`src/rtl/pulse_timer_pkg.sv`:
```
// Shared definitions for the pulse_timer interval timer: state encodings and
// helpers so consumers can decode state_o symbolically.
package pulse_timer_pkg;

    // Code 2'b11 is unused; the timer falls back to ST_IDLE if it ever appears.
    typedef enum logic [1:0] {
        ST_IDLE  = 2'b00,
        ST_COUNT = 2'b01,
        ST_OVF   = 2'b10
    } state_e;

    localparam logic [1:0] STATE_O_IDLE  = 2'b00;
    localparam logic [1:0] STATE_O_COUNT = 2'b01;
    localparam logic [1:0] STATE_O_OVF   = 2'b10;

    function automatic logic state_busy(input state_e st);
        return (st == ST_COUNT) || (st == ST_OVF);
    endfunction

endpackage

```
`src/rtl/pulse_timer_if.sv`:
```
// Control/status bundle of the pulse_timer; the timer side takes the slave
// modport, the trigger source / consumer takes the master modport.
interface pulse_timer_if #(
    parameter int unsigned CW = 32,
    parameter int unsigned PW = 16
) ();
    import pulse_timer_pkg::*;

    logic          start;
    logic          abort;
    logic          periodic;
    logic [CW-1:0] n;
    state_e        state_o;
    logic          busy;
    logic          done;
    logic [CW-1:0] count_o;
    logic [PW-1:0] periods;

    modport master (
        output start,
        output abort,
        output periodic,
        output n,
        input  state_o,
        input  busy,
        input  done,
        input  count_o,
        input  periods
    );

    modport slave (
        input  start,
        input  abort,
        input  periodic,
        input  n,
        output state_o,
        output busy,
        output done,
        output count_o,
        output periods
    );

endinterface

```
`src/rtl/pulse_timer.sv`:
```
// Start-triggered interval timer: counts n+1 cycles, flags one OVF/done cycle,
// optionally auto-restarts, and keeps a saturating completed-period count.
module pulse_timer
    import pulse_timer_pkg::*;
#(
    parameter int unsigned CW     = 32,
    parameter int unsigned PW     = 16,
    parameter bit          RETRIG = 1'b0
) (
    input logic          clk,
    input logic          rstn,
    pulse_timer_if.slave tmr
);

    state_e        state_q, state_d;
    logic [CW-1:0] count_q, count_d;
    logic [CW-1:0] n_q, n_d;
    logic [PW-1:0] per_q, per_d;

    always_ff @(posedge clk or negedge rstn) begin
        if (!rstn) begin
            state_q <= ST_IDLE;
            count_q <= '0;
            n_q     <= '0;
            per_q   <= '0;
        end else begin
            state_q <= state_d;
            count_q <= count_d;
            n_q     <= n_d;
            per_q   <= per_d;
        end
    end

    always_comb begin
        state_d = state_q;
        count_d = count_q;
        n_d     = n_q;
        per_d   = per_q;
        case (state_q)
            ST_IDLE: begin
                count_d = '0;
                if (tmr.start && !tmr.abort) begin
                    state_d = ST_COUNT;
                    n_d     = tmr.n;
                    per_d   = '0;
                end
            end
            ST_COUNT: begin
                if (tmr.abort) begin
                    state_d = ST_IDLE;
                    count_d = '0;
                end else if (RETRIG && tmr.start) begin
                    count_d = '0;
                    n_d     = tmr.n;
                end else if (count_q == n_q) begin
                    state_d = ST_OVF;
                    count_d = '0;
                end else begin
                    count_d = count_q + 1'b1;
                end
            end
            ST_OVF: begin
                count_d = '0;
                // Abort takes precedence over the period credit as well.
                if (tmr.abort) begin
                    state_d = ST_IDLE;
                end else begin
                    per_d = (&per_q) ? per_q : per_q + 1'b1;
                    if (tmr.periodic) begin
                        state_d = ST_COUNT;
                    end else if (tmr.start) begin
                        state_d = ST_COUNT;
                        n_d     = tmr.n;
                    end else begin
                        state_d = ST_IDLE;
                    end
                end
            end
            default: begin
                state_d = ST_IDLE;
                count_d = '0;
            end
        endcase
    end

    assign tmr.state_o = state_q;
    assign tmr.busy    = state_busy(state_q);
    assign tmr.done    = (state_q == ST_OVF);
    assign tmr.count_o = (state_q == ST_COUNT) ? count_q : '0;
    assign tmr.periods = per_q;

endmodule

```
`src/flat_wrapper.sv`:
```
// flat-port wrapper written by rule: the top's interface ports become plain ports
module pulse_timer_flat import pulse_timer_pkg::*;
#(
    parameter int unsigned CW     = 32,
    parameter int unsigned PW     = 16,
    parameter bit          RETRIG = 1'b0
)
  (clk, rstn, tmr_start, tmr_abort, tmr_periodic, tmr_n, tmr_state_o, tmr_busy, tmr_done, tmr_count_o, tmr_periods);
  pulse_timer_if #(.CW(CW), .PW(PW)) tmr_i ();
  input logic clk;
  input logic rstn;
  input wire logic [$bits(tmr_i.start)-1:0] tmr_start;
  input wire logic [$bits(tmr_i.abort)-1:0] tmr_abort;
  input wire logic [$bits(tmr_i.periodic)-1:0] tmr_periodic;
  input wire logic [$bits(tmr_i.n)-1:0] tmr_n;
  output wire logic [$bits(tmr_i.state_o)-1:0] tmr_state_o;
  output wire logic [$bits(tmr_i.busy)-1:0] tmr_busy;
  output wire logic [$bits(tmr_i.done)-1:0] tmr_done;
  output wire logic [$bits(tmr_i.count_o)-1:0] tmr_count_o;
  output wire logic [$bits(tmr_i.periods)-1:0] tmr_periods;
  assign tmr_i.start = tmr_start;
  assign tmr_i.abort = tmr_abort;
  assign tmr_i.periodic = tmr_periodic;
  assign tmr_i.n = tmr_n;
  assign tmr_state_o = tmr_i.state_o;
  assign tmr_busy = tmr_i.busy;
  assign tmr_done = tmr_i.done;
  assign tmr_count_o = tmr_i.count_o;
  assign tmr_periods = tmr_i.periods;
  pulse_timer #(.CW(CW), .PW(PW), .RETRIG(RETRIG)) u_core (.clk(clk), .rstn(rstn), .tmr(tmr_i));
endmodule
```
`config.mk`:
```
export PLATFORM = sky130hd
export DESIGN_NAME = pulse_timer_flat
export DESIGN_NICKNAME = d
export VERILOG_FILES = /design/src/rtl/pulse_timer_pkg.sv /design/src/rtl/pulse_timer_if.sv /design/src/rtl/pulse_timer.sv /design/src/flat_wrapper.sv
export SDC_FILE = /design/constraint.sdc
export NUM_CORES = 1
export LEC_CHECK = 0
export CAP_MARGIN = 10
export CORE_MARGIN = 5
export CORE_UTILIZATION = 52
export DETAILED_ROUTE_END_ITERATION = 10
export GPL_ROUTABILITY_DRIVEN = 0
export PLACE_DENSITY_LB_ADDON = 0.1
export SLEW_MARGIN = 20
export SYNTH_ARGS = -nofsm -noshare
export SYNTH_HDL_FRONTEND = slang
export SYNTH_SLANG_ARGS = --single-unit
```
`constraint.sdc`:
```
create_clock -name clk -period 2.7 [get_ports clk]
set_clock_uncertainty 0.1 [all_clocks]
set_input_delay 0.27 -clock clk [delete_from_list [all_inputs] [get_ports clk]]
set_output_delay 0.27 -clock clk [all_outputs]
set_load 0.01 [all_outputs]
```
# == Word-level counts from Yosys, hierarchy flattened ==
# Index checks and enable logic that the tools add are counted.
# word_totals
memories,0
out_inout_bits,52
reg_bits,82
inputBits,37
word_cells,44
latch_bits,0
ramBits,0
rom_bits,0
# classes
n_div,0
mux,20
n_bitwise,0
order_cmp,0
n_addsub,2
multipliers,0
reduce_logical,9
shift,0
n_eq_ne,9
# op_table
op,count
$mux 32,8
$pmux 32 s2,1
$mux 16,3
$add 32x1->32 const B,1
$eq 32x32->1,1
$pmux 16 s2,1
$add 16x1->16 const B,1
$reduce_and 16->1,1
$mux 2,5
$ne 2x2->1 const B,4
$pmux 2 s3,1
$reduce_and 5->1,1
$reduce_and 4->1,1
$ne 3x2->1 const B,1
$eq 2x1->1 const B,1
$eq 2x2->1 const B,1
$logic_not 2->1,1
$ne 2x1->1 const B,1
$reduce_and 2->1,1
$reduce_bool 2->1,1
$logic_and 1x1->1,1
$logic_not 1->1,1
$logic_or 1x1->1,1
$mux 1,1

# == Depth between registers and ports, before layout ==
# logic_depth
depth_word,4
ltp_mapped,9
ltp_nobuf,7

# == Worst setup path before layout ==
# No wires, ideal clock.
# synth_path
path_kind,reg2reg
startpoint,"register u_core.state_q[0], in the netlist u_core.tmr.state_o[0]"
endpoint,register u_core.n_q[0]
path_stages_with_launch,10
arrival_time_ns,2.072
setup_ns,0.125
path_buffers,3
path_slack_ns,0.403
period_less_slack_ns,2.297
required_ns,2.475
cell_sequence,dfrtp_1 inv_1 ha_1 buf_2 inv_2 mux2i_1 nor2b_1 clkbuf_1 buf_2 mux2_2
# synth_via
elab_chain_len,3
elab_cells_between_ends,9
cone_classes,5 x eq/ne; 1 x mux; 3 x reduce/logical
# synth_lines
element,line,source
start: declaration,pulse_timer.sv:15,"state_e state_q, state_d;"
start signal: assignment,pulse_timer.sv:27,state_q <= state_d;
$eq 2x2->1 (*),--,
via tmr_done,flat_wrapper.sv:18,output wire logic [$bits(tmr_i.done)-1:0] tmr_done;
$ne 2x2->1 (no line) / $reduce_bool 2->1 (equally long branches),--,
$reduce_and 5->1 (no line),--,
end signal: assignment,pulse_timer.sv:29,n_q <= n_d;
end: declaration,pulse_timer.sv:17,"logic [CW-1:0] n_q, n_d;"
# The timed path passes the listed nets; every way through them passes the cells marked *.
# A chain may end at the register's enable or synchronous reset.

# == Final worst setup path ==
# layout_path
startpoint,"register u_core.state_q[0], in the netlist u_core.tmr.state_o[0]"
endpoint,"register u_core.per_q[7], in the netlist u_core.tmr.periods[7]"
# layout_via
elab_chain_len,3
elab_cells_between_ends,8
cone_classes,4 x eq/ne; 1 x mux; 3 x reduce/logical
# layout_lines
element,line,source
$eq 2x2->1 / $logic_not 2->1 (equally long branches),pulse_timer.sv:39,case (state_q)
"$ne 2x2->1 (no line), or another cell as far along",--,
$reduce_and 4->1 (no line),--,
end signal: assignment,pulse_timer.sv:30,per_q <= per_d;
end: declaration,pulse_timer.sv:18,"logic [PW-1:0] per_q, per_d;"
# Parallel ways exist; a longest one is shown, timed or not.

==> flow_summary.html <==
<table>
<tr><th>Metric</th><th>Value</th></tr>
<tr><th colspan="2">Logic synthesis</th></tr>
<tr><td>Top-area cell type share of the netlist area</td><td>around 46%</td></tr>
<tr><td>Top cells by count, synth</td><td>82 x dfrtp_1, 46 x xor2_1, 44 x nor2_1, 35 x and2_1, 32 x mux2_2</td></tr>
<tr><td>Cell type with the largest total area after synthesis</td><td>dfrtp_1</td></tr>
<tr><td>Predominant post-synthesis flop cell</td><td>dfrtp_1</td></tr>
<tr><td>Post-synthesis share of cell area spent on and, or, nand and nor gates</td><td>about 23%</td></tr>
<tr><td>Number of different library cells in the post-synthesis netlist</td><td>42</td></tr>
<tr><td>Synthesized-area fraction occupied by adder cells</td><td>1.686%</td></tr>
<tr><td>Top cells by area, synth</td><td>dfrtp_1 46%, xor2_1 9.0%, mux2_2 8.1%</td></tr>
<tr><td>Gate Count Post-Synth</td><td>roughly 440</td></tr>
<tr><td>Compound-cell area share of the yosys netlist</td><td>5.760%</td></tr>
<tr><td>Post-synthesis share of cell area spent on xor and xnor gates</td><td>between 10% and 20%</td></tr>
<tr><td>Part of the Yosys area used for sequential elements</td><td>46.08%</td></tr>
<tr><td>Synth Net Count</td><td>between 400 and 500</td></tr>
<tr><td>Asr flop ratio synth</td><td>between 90% and 100%</td></tr>
<tr><td>Multiplexer fraction of the synthesized cell area</td><td>under 10%</td></tr>
<tr><td>Top-count cell post-synth</td><td>dfrtp_1</td></tr>
<tr><td>Area of the mapped netlist</td><td>~0.0045 mm²</td></tr>
<tr><td>Flip-flop and latch count after synthesis</td><td>82</td></tr>
<tr><td>Mean post-synth cell area</td><td>roughly 10 µm²</td></tr>
<tr><td>Largest family of logic cells by synthesized area</td><td>simple AND/OR/NAND/NOR gates</td></tr>
<tr><td>Yosys warning count</td><td>0</td></tr>
<tr><td>Post-synth EDFFs</td><td>0</td></tr>
<tr><th colspan="2">Die</th></tr>
<tr><td>Vert. Die Dim</td><td>between 100 and 150 µm</td></tr>
<tr><td>Starting utilization of the core area</td><td>a little over half</td></tr>
<tr><td>Full die area</td><td>0.01051 mm²</td></tr>
<tr><td>Area of the core</td><td>0.008299 mm²</td></tr>
<tr><td>Width of the chip</td><td>around 100 µm</td></tr>
<tr><td>Number of placement rows</td><td>33</td></tr>
<tr><td>Io pins</td><td>89</td></tr>
<tr><th colspan="2">Run status</th></tr>
<tr><td>Result of the run</td><td>finished clean</td></tr>
<tr><th colspan="2">Timing</th></tr>
<tr><td>Relative slew margins</td><td>~65%</td></tr>
<tr><td>Unrepaired setup endpoints after global routing</td><td>false</td></tr>
<tr><td>Total Negative Setup Slacks</td><td>0 ns</td></tr>
<tr><td>Measured slew at the worst slew-check pin</td><td>0.5289 ns</td></tr>
<tr><td>Fraction of the cycle the final worst path needs</td><td>about nine tenths</td></tr>
<tr><td>Min cycle time layout</td><td>2.404 ns</td></tr>
<tr><td>Number of hold violations in the final report</td><td>0</td></tr>
<tr><td>Number of max-slew violations in the final report</td><td>0</td></tr>
<tr><td>Achievable Freq</td><td>416.0 MHz</td></tr>
<tr><td>Total of endpoints with negative setup slack in the final report</td><td>0</td></tr>
<tr><th colspan="2">Critical path</th></tr>
<tr><td>Crit-path max cell delay</td><td>0.46 ns</td></tr>
<tr><td>CP max FO</td><td>16</td></tr>
<tr><td>CP delay by family, top</td><td>simple AND/OR/NAND/NOR gates</td></tr>
<tr><td>Kind of end point of the critical path</td><td>flop</td></tr>
<tr><td>RR Startpoint</td><td>u_core.tmr.state_o[0]</td></tr>
<tr><td>Crit path required time</td><td>a little under 3 ns</td></tr>
<tr><td>Arrival time at the worst endpoint</td><td>approximately 2.6 ns</td></tr>
<tr><td>Type of element launching the critical path</td><td>flop</td></tr>
<tr><td>Cell type of the slowest stage on the worst timing path</td><td>or4_1</td></tr>
<tr><td>Capture instance of the worst register-to-register path</td><td>u_core.tmr.periods[7]</td></tr>
<tr><td>Crit-path cells</td><td>inv_1 &gt; ha_1 &gt; mux2i_1 &gt; nor2_1 &gt; o31ai_4 &gt; buf_12 &gt; or4_1 &gt; nand3_1</td></tr>
<tr><td>Logic depth of the worst path, buffers included</td><td>8</td></tr>
<tr><td>R2R cell count</td><td>8</td></tr>
<tr><td>FF-to-FF setup slack</td><td>roughly 0.30 ns</td></tr>
<tr><td>CP Class</td><td>reg2reg</td></tr>
<tr><td>Buf+Inv Stages, Crit Path</td><td>2</td></tr>
<tr><th colspan="2">Layout</th></tr>
<tr><td>Combined area of the multi-input logic cells</td><td>around 0.0023 mm²</td></tr>
<tr><td>Antenna fix cells</td><td>0</td></tr>
<tr><td>Ratio of cells with drive above 1 in the final layout</td><td>between 10 and 15%</td></tr>
<tr><td>Fin util</td><td>between 60 and 70%</td></tr>
<tr><td>Fillers</td><td>about 640</td></tr>
<tr><td>Sequential cell area</td><td>around 0.002 mm²</td></tr>
<tr><td>Layout overhead on the synthesized area</td><td>28.41%</td></tr>
<tr><td>Final layout net count</td><td>~580</td></tr>
<tr><th colspan="2">Detailed routing</th></tr>
<tr><td>Post-detailed-route via-to-cell ratio</td><td>roughly 5.6</td></tr>
<tr><td>Number of design-rule violations left by the first detailed-router iteration</td><td>roughly 140</td></tr>
<tr><td>DRC violations left</td><td>0</td></tr>
<tr><td>Per-cell routed wire length</td><td>~17 µm</td></tr>
<tr><td>Detailed-router iteration count before antenna repair</td><td>4</td></tr>
<tr><td>Vias after detailed routing</td><td>between 3,000 and 4,000</td></tr>
<tr><td>Overall routed net length</td><td>~11 mm</td></tr>
<tr><td>Final ANT Viol Nets</td><td>0</td></tr>
<tr><th colspan="2">Clock network</th></tr>
<tr><td>Library cell used as clock root buffer</td><td>clkbuf_8</td></tr>
<tr><td>Insertion delay to the later sink of the worst-skew pair</td><td>0.35 ns</td></tr>
<tr><td>Largest buffer count on any clock path</td><td>2</td></tr>
<tr><td>Inserted Clock Buffers</td><td>9</td></tr>
<tr><td>Level count of the clock H-tree</td><td>3</td></tr>
<tr><td>Clock transition at the registers of the reported paths</td><td>around 0.09 ns</td></tr>
<tr><td>TritonCTS clock tree</td><td>done</td></tr>
<tr><td>Count of clock tree sinks</td><td>between 80 and 90</td></tr>
<tr><td>Post-CTS resize count</td><td>0</td></tr>
<tr><th colspan="2">Global route</th></tr>
<tr><td>Pin count of the biggest net entering global routing</td><td>40</td></tr>
<tr><td>Vias in the first global route</td><td>3,584</td></tr>
<tr><td>First-pass GRT wire length</td><td>17.86 mm</td></tr>
<tr><td>Global Route Usage Sum</td><td>roughly 22%</td></tr>
<tr><td>Initial antenna violation count</td><td>0</td></tr>
<tr><td>Leftover overflow at the end of global routing</td><td>0</td></tr>
<tr><th colspan="2">Job</th></tr>
<tr><td>Max capacitance violation total</td><td>0</td></tr>
<tr><th colspan="2">Pwr</th></tr>
<tr><td>PwrDens</td><td>around 620 mW/mm²</td></tr>
<tr><td>Largest vdd supply drop</td><td>344.8 µV</td></tr>
<tr><td>Static leakage</td><td>~2.4 nW</td></tr>
<tr><th colspan="2">Worst hold path</th></tr>
<tr><td>Type of the tightest min-delay check</td><td>in2async</td></tr>
<tr><th colspan="2">Placed design</th></tr>
<tr><td>Number of I/O port buffers</td><td>88</td></tr>
<tr><td>Post-DP HPWL</td><td>~8.2 mm</td></tr>
</table>
## power by group
group	internal, W	switching (W)	total, W
clock	0.000544	0.000445	0.000989
combinational	0.000458	0.000444	0.000902
sequential	0.00147	0.000183	0.00165
## area by class of cell
type	instances	share of cell area, %
inverters	7	0.4595
well taps	105	2.298
multi-input cells	332	40.20
repair buffers	101	17.33
flip-flops and latches	82	35.89
clock buffers	11	2.473
clock inverters	5	1.357
## sequential cells by signal, indices dropped and copies added, names as in the netlist
name and flops:
u_core.count_q 32, u_core.n_q 32, u_core.tmr.periods 16, u_core.tmr.state_o 2
## cells in the final DEF, fill, tap and decap left out, types with 7 or more instances in the layout
master and instances:
clkdlybuf4s50_1 87, nor4_1 14, xor2_1 46, nand3_1 20, or4_1 7, xnor2_1 15
nand4_1 9, dfrtp_1 82, nor2_1 44, and2_1 35, mux2_2 32, nand2_1 29
and3_1 10, o21ai_0 8, buf_4 12, clkbuf_8 10, a21oi_1 8
## routing by layer
layer	track usage [%]	vias up	wire (µm)
li1	-	1705	-
met1	30.00	1768	4879
met2	35.80	106	5318
met3	4.398	13	702
met4	6.761	0	161
met5	0	-	0
## metrics by stage
stage,std cells,hold WS (ns),setup WS [ns],instance area (µm²),total power [W]
floorplan,439,-0.1256,0.4032,4453,0.002206
global placement,625,0.1695,0.2442,5469,0.002541
detailed placement,625,0.1719,0.1423,5469,0.002575
CTS,642,0.3259,0.1259,5698,0.003561
global route,643,0.3559,0.1536,5718,0.003725
finish,643,0.3101,0.2962,5718,0.003545
## worst max path at each step
stage                     slack (ns)                endpoint                  start
after global routing            0.15   u_core.tmr.periods[7]  u_core.tmr.state_o[0]
after global placement          0.24   u_core.tmr.periods[7]  u_core.tmr.periods[0]
final                           0.30   u_core.tmr.periods[7]  u_core.tmr.state_o[0]
after CTS                       0.13  u_core.tmr.periods[10]  u_core.tmr.periods[0]
after detailed placement        0.14  u_core.tmr.periods[10]  u_core.tmr.periods[0]
after floorplan                 0.40           u_core.n_q[0]  u_core.tmr.state_o[0]
## what timing repair did
action | in CTS | in global routing
endpoints found under the hold margin | 37 | 0
setup endpoints to repair | 0 | 7
buffers inserted | 0 | 1
hold buffers | 1 | 0
## cell families after synthesis
group | count (synthesis)
simple gates | 191
flops | 82
xor+xnor | 61
compound gates | 38
mux | 36
buf+inv | 25
fa+ha+maj | 6
## worst reg2reg max path: cells and delay by family (launching register included)
kind	cells	cell delay, ns
flip-flops	1	0.43
AO/OA/AOI/OAI	1	0.16
adder cells (fa/ha/maj)	1	0.26
multiplexers	1	0.15
AND/OR/NAND/NOR	3	0.98
buffers and inverters	2	0.27
(Power assumes the default switching activity.)
